==> config.mk <==
export PLATFORM = sky130hd
export DESIGN_NAME = axis_out_downsizer
export DESIGN_NICKNAME = d
export VERILOG_FILES = /design/src/rtl/axis_out_downsizer.sv
export SDC_FILE = /design/constraint.sdc
export NUM_CORES = 1
export LEC_CHECK = 0
export BUFFER_PORTS_ARGS = -buffer_cell sky130_fd_sc_hd__buf_4
export CAP_MARGIN = 20
export CORE_MARGIN = 4
export CORE_UTILIZATION = 45
export CTS_CLUSTER_SIZE = 40
export DETAILED_ROUTE_END_ITERATION = 10
export PLACE_DENSITY_LB_ADDON = 0.05
export RECOVER_POWER = 50
export SETUP_SLACK_MARGIN = 0.05
export SLEW_MARGIN = 5
export SYNTH_ARGS = -nofsm -noshare
export SYNTH_HDL_FRONTEND = slang
export SYNTH_SLANG_ARGS = --single-unit
==> constraint.sdc <==
create_clock -name aclk -period 1.6 [get_ports aclk]
set_input_delay 0.32 -clock aclk [delete_from_list [all_inputs] [get_ports aclk]]
set_output_delay 0.32 -clock aclk [all_outputs]
set_load 0.005 [all_outputs]
==> src/rtl/axis_out_downsizer.sv <==
// axis_out_downsizer: splits each wide AXI-Stream beat into RATIO narrow beats (low slice first) and counts frames
module axis_out_downsizer #(
    parameter int IN_WIDTH = 128,
    parameter int OUT_WIDTH = 64,
    parameter int FRAME_CNT_W = 16
) (
    input  logic                   aclk,
    input  logic                   aresetn,
    input  logic [IN_WIDTH-1:0]    s_axis_tdata,
    input  logic                   s_axis_tvalid,
    input  logic                   s_axis_tlast,
    output logic                   s_axis_tready,
    output logic [OUT_WIDTH-1:0]   m_axis_tdata,
    output logic                   m_axis_tvalid,
    output logic                   m_axis_tlast,
    input  logic                   m_axis_tready,
    output logic [FRAME_CNT_W-1:0] frame_cnt
);
    localparam int RATIO = IN_WIDTH / OUT_WIDTH;
    localparam int IDX_W = (RATIO > 2) ? $clog2(RATIO) : 1;
    localparam logic [IDX_W-1:0] LAST_IDX = IDX_W'(RATIO - 1);
    logic [IN_WIDTH-1:0] hold;
    logic                hold_last;
    logic                busy;
    logic [IDX_W-1:0]    idx;
    logic                at_end;
    logic                out_fire;
    logic                in_fire;
    assign at_end        = idx == LAST_IDX;
    assign m_axis_tvalid = busy;
    assign m_axis_tdata  = hold[idx*OUT_WIDTH +: OUT_WIDTH];
    assign m_axis_tlast  = busy && hold_last && at_end;
    assign out_fire      = m_axis_tvalid && m_axis_tready;
    // Accepting on the final slice's handshake keeps the narrow side gap-free
    assign s_axis_tready = !busy || (out_fire && at_end);
    assign in_fire       = s_axis_tvalid && s_axis_tready;
    always_ff @(posedge aclk or negedge aresetn) begin
        if (!aresetn) begin
            hold      <= '0;
            hold_last <= 1'b0;
            busy      <= 1'b0;
            idx       <= '0;
            frame_cnt <= '0;
        end else begin
            if (in_fire) begin
                hold      <= s_axis_tdata;
                hold_last <= s_axis_tlast;
                idx       <= '0;
                busy      <= 1'b1;
            end else if (out_fire) begin
                busy <= !at_end;
                idx  <= at_end ? '0 : idx + 1'b1;
            end
            if (out_fire && m_axis_tlast)
                frame_cnt <= frame_cnt + 1'b1;
        end
    end
endmodule

======== Word level (Yosys, flattened, before mapping) ========
Index checks and enable logic that the tools add are counted.
operators by class
  muxes and demuxes ....................... 5
  reduce and logical (&&, ||, !) cells .... 10
  shift-type cells ........................ 1
  $add $sub $neg .......................... 2
operators with widths
  operator                                       number
  indexed part select 128 x 8 -> 64 bit          1
  adder 16 x 1 -> 16 bit, second input constant  1
  logical AND 1 bit                              6
  two-way mux 1 bit                              5
  zero test 1 bit                                2
  nonzero test 2 bit                             1
  adder 1 bit, second input constant             1
  logical OR 1 bit                               1
storage, ports and cells
  bits in registers ....................... 147
  logic and storage cells ................. 23
  output and inout bits ................... 83

======== Longest topological paths before layout ========
  depth in word-level cells ............... 5
  depth in mapped cells ................... 7
  depth with buffers taken out ............ 5

======== Worst setup path before layout ========
No wires, ideal clock.
  kind .................................... register to output
  start point ............................. reg idx (netlist: at_end)
  end point ............................... out m_axis_tdata[15]
  data arrival time ....................... 1.205 ns
  path buffers ............................ 3
  cell stages (with the launch flop) ...... 5
  slack ................................... 0.075 ns
  required time ........................... 1.280 ns
  path through ............................ dfrtp_1 -> buf_2 -> buf_2 -> buf_2 -> mux2_2
between the ends
  word-level cells in the longest chain between the ends .. 1
RTL lines
  item                                   RTL line  source
  from (decl)                            25        logic [IDX_W-1:0] idx;
  from (signal assigned)                 52        idx <= at_end ? '0 : idx + 1'b1;
  indexed part select 128 x 8 -> 64 bit  31        assign m_axis_tdata = hold[idx*OUT_WIDTH +: OUT_WIDTH];
  to (decl)                              13        output logic [OUT_WIDTH-1:0] m_axis_tdata,
Every way passes these cells.

======== Worst setup path after layout ========
  start point ............................. reg idx (netlist: at_end)
  end point ............................... out m_axis_tdata[8]
Same word-level chain as after synthesis.

==> flow_metrics.tcl <==
set metrics [dict create \
    status "finished, violations left" \
    violations "setup timing" \
    yosysTopAreaCell "dfrtp_1" \
    switching_share_pct 27.1 \
    fin_ws_ns -0.351 \
    cts_root_buf "clkbuf_16" \
    hold_end "hold[53]" \
    vias 4379 \
    grt_setup_unrepaired "yes" \
    layout.nets 811 \
    met2_length_um 8140 \
    track_usage_pct 18.1 \
    setup_viol 135 \
    dieHeight_um 131 \
    ys_types 23 \
    max_freq_mhz 513 \
    drt_first_iter_violations 127 \
    critPathKind "flop to primary output" \
    fin_tns_setup_ns -22.15 \
    p_int_mw 13.8 \
    ant_nets 0 \
    grt_pass1_wl_um 23500 \
    netSwitchingPower_mw 5.12 \
    slew_violations 0 \
    post-route-period-util_pct 122 \
    ys_top_cells_by_area "dfrtp_1 (54%), mux2_4 (22%), mux2_2 (14%)" \
    critical-path-slowest-cell "dfrtp_2" \
    fill_cells 1058 \
    htree_levels 4 \
    layout_common_cells "buf_4 (226), dfrtp_1 (145), mux2_4 (116)" \
    dp_slack_ns 0.0551 \
    synth-seq-cells 147 \
    drcViolationCount 0 \
    placedCellCount 812 \
    core_area_sq_mm 0.0146 \
    num_antenna_cells 0 \
    min_from "s_axis_tdata[53]" \
    finalPower_mw 18.9 \
    worstRegToRegCells 7 \
    synth_cells 418 \
    ys_seq_area_share_pct 54.1 \
    pwr-share-clk_pct 21.2 \
    arrival_ns 1.63 \
    multi_input_area_sq_mm 0.00308 \
    r2r-start "at_end" \
    seqCellArea_sq_mm 0.00368 \
    final_core_util_pct 68.1 \
    grt_overflow 0 \
    cp-start-kind "flop" \
    clock_skew_ns 0.00601 \
    worst_ep_required_time_ns 1.28 \
    firstDrtPassIters 4 \
    ctsLongestPathBuffers 2 \
    via_per_inst 5.02 \
    peakVddDrop_mv 1.11 \
    dr_wl_met3_um 1370 \
    final_hold_viol_count 0 \
    r2r_setup_slack_ns -0.07 \
    powerDensity_mw_per_mm2 1890 \
    synth_area_per_cell_sq_um 16.3 \
    die_x_um 131 \
    seq_power_share_pct 34.2 \
    drive_above_1_share_pct 72.1 \
    max-cap-violations 0 \
    wirelength_um 17000 \
    dp_hpwl_um 10900 \
    syn_area_sq_mm 0.00680 \
    placedInstanceArea_sq_mm 0.00868 \
    port_buffers 215 \
    antenna_found_initial 0 \
    syn_nets 552 \
    rows 44 \
    worst_path_largest_cell_delay_ns 0.41 \
    finalNonFillerCells 873 \
    max-slew-margin-rel_pct 37.5 \
    start_util_pct 46.4 \
    worstReg2RegEnd "hold[121]" \
    top_layer "met4" \
    layout_commonest_cell "buf_4" \
    final_cell_area_sq_mm 0.00998 \
    grt_max_degree 48 \
    hp-class "input port to flop" \
    holdWs_ns 0.125 \
    tightest_slew_ns 0.938 \
    hold_depth 2 \
    path_max_fanout 38 \
    cts_buffers 17 \
    grt_pass1_vias 4575 \
    finalCriticalPeriod_ns 1.95 \
    clk_latency_ns 0.42 \
    endpoint_kind "primary output" \
    routedWlPerCell_um 19.5 \
    die_area_sq_mm 0.0171 \
    comb_power_share_pct 44.7 \
    wl_met1_um 7180 \
    area_growth_syn_to_layout_pct 46.8 \
    tritoncts "done" \
    gp_congestion 0.775 \
    power.leakage_nw 5.02 \
    synth-warning-count 0 \
    synth.top_cell.area_share_pct 54.1 \
    path_clk_slew_ns 0.06 \
    clock-sinks 147 \
    cp_cell_sequence "buf_12 > mux2_2 > buf_4" \
    io_pins 216 \
]
## critical path, delay by kind of cell, from the launching register on
family / cells / cell delay, ns
buffers and inverters: 2 / 0.38
flip-flops: 1 / 0.41
multiplexers: 1 / 0.38
## per-layer routing
layer,GRT usage (%),vias to the layer above
met5,0,-
met4,6.59,0
met3,9.35,19
met2,27.9,149
met1,22.0,2202
li1,-,2009
## layout make-up
class,instances,area share [%]
Clock buffer,21,4.61
Clock inverter,10,1.33
Inverter,1,0.0376
Multi-Input combinational cell,249,30.9
Sequential cell,147,36.9
Tap cell,184,2.31
Timing Repair Buffer,261,24.0
## synthesized netlist by cell type
cell type  count
dfrtp_1      147
mux2_4       100
mux2_2        84
buf_6         14
mux2_1        10
nand2_1       10
buf_2          9
xnor2_1        8
nand3_1        7
xor2_1         7
nor2_1         4
and3_1         3
nor3_1         3
nand2b_1       2
nand4_1        2
ha_1           1
inv_1          1
nand2_2        1
nand4_2        1
nor4_1         1
nor4_2         1
nor4_4         1
o21ai_0        1
## registers in the layout, indices dropped and copies added, names as in the netlist
| register | count |
|---|---|
| at_end | 1 |
| frame_cnt | 16 |
| hold | 128 |
| hold_last | 1 |
| m_axis_tvalid | 1 |
## logic make-up after synthesis
group / after synthesis / share of synthesized area, %
and+or+nand+nor: 36 / 3.02
muxes: 194 / 37.7
adders and majority gates: 1 / 0.184
DFF: 147 / 54.1
xor gates and xnor gates: 15 / 1.93
AOI/OAI and AO/OA: 1 / 0.0735
buffers and inverters: 24 / 3.04
## repair_timing
item	4_1_cts	5_1_grt
buffers inserted	4	10
cloned	1	16
hold endpoints to repair	31	0
gates resized for setup	14	42
hold buffers	1	0
endpoints found under the setup margin	67	200
pin swaps	1	6
## power groups by stage
stage	Sequential [mW]	Clock [mW]	Combinational, mW
after floorplan	6.13	0	4.62
after global placement	6.36	0	7.38
after detailed placement	6.44	0	7.49
after CTS	6.42	4.09	7.80
after global routing	6.67	4.25	9.02
final	6.45	4.00	8.43
## how the worst max path moves through the flow
stage	start	endpoint	slack, ns
floorplan	at_end	m_axis_tdata[15]	0.08
global route	at_end	m_axis_tdata[7]	-0.42
global placement	m_axis_tready	hold[86]	0.08
detailed placement	m_axis_tvalid	frame_cnt[15]	0.06
CTS	at_end	m_axis_tdata[8]	-0.37
finish	at_end	m_axis_tdata[8]	-0.35
Note: power is estimated with default switching activity, not from simulation.
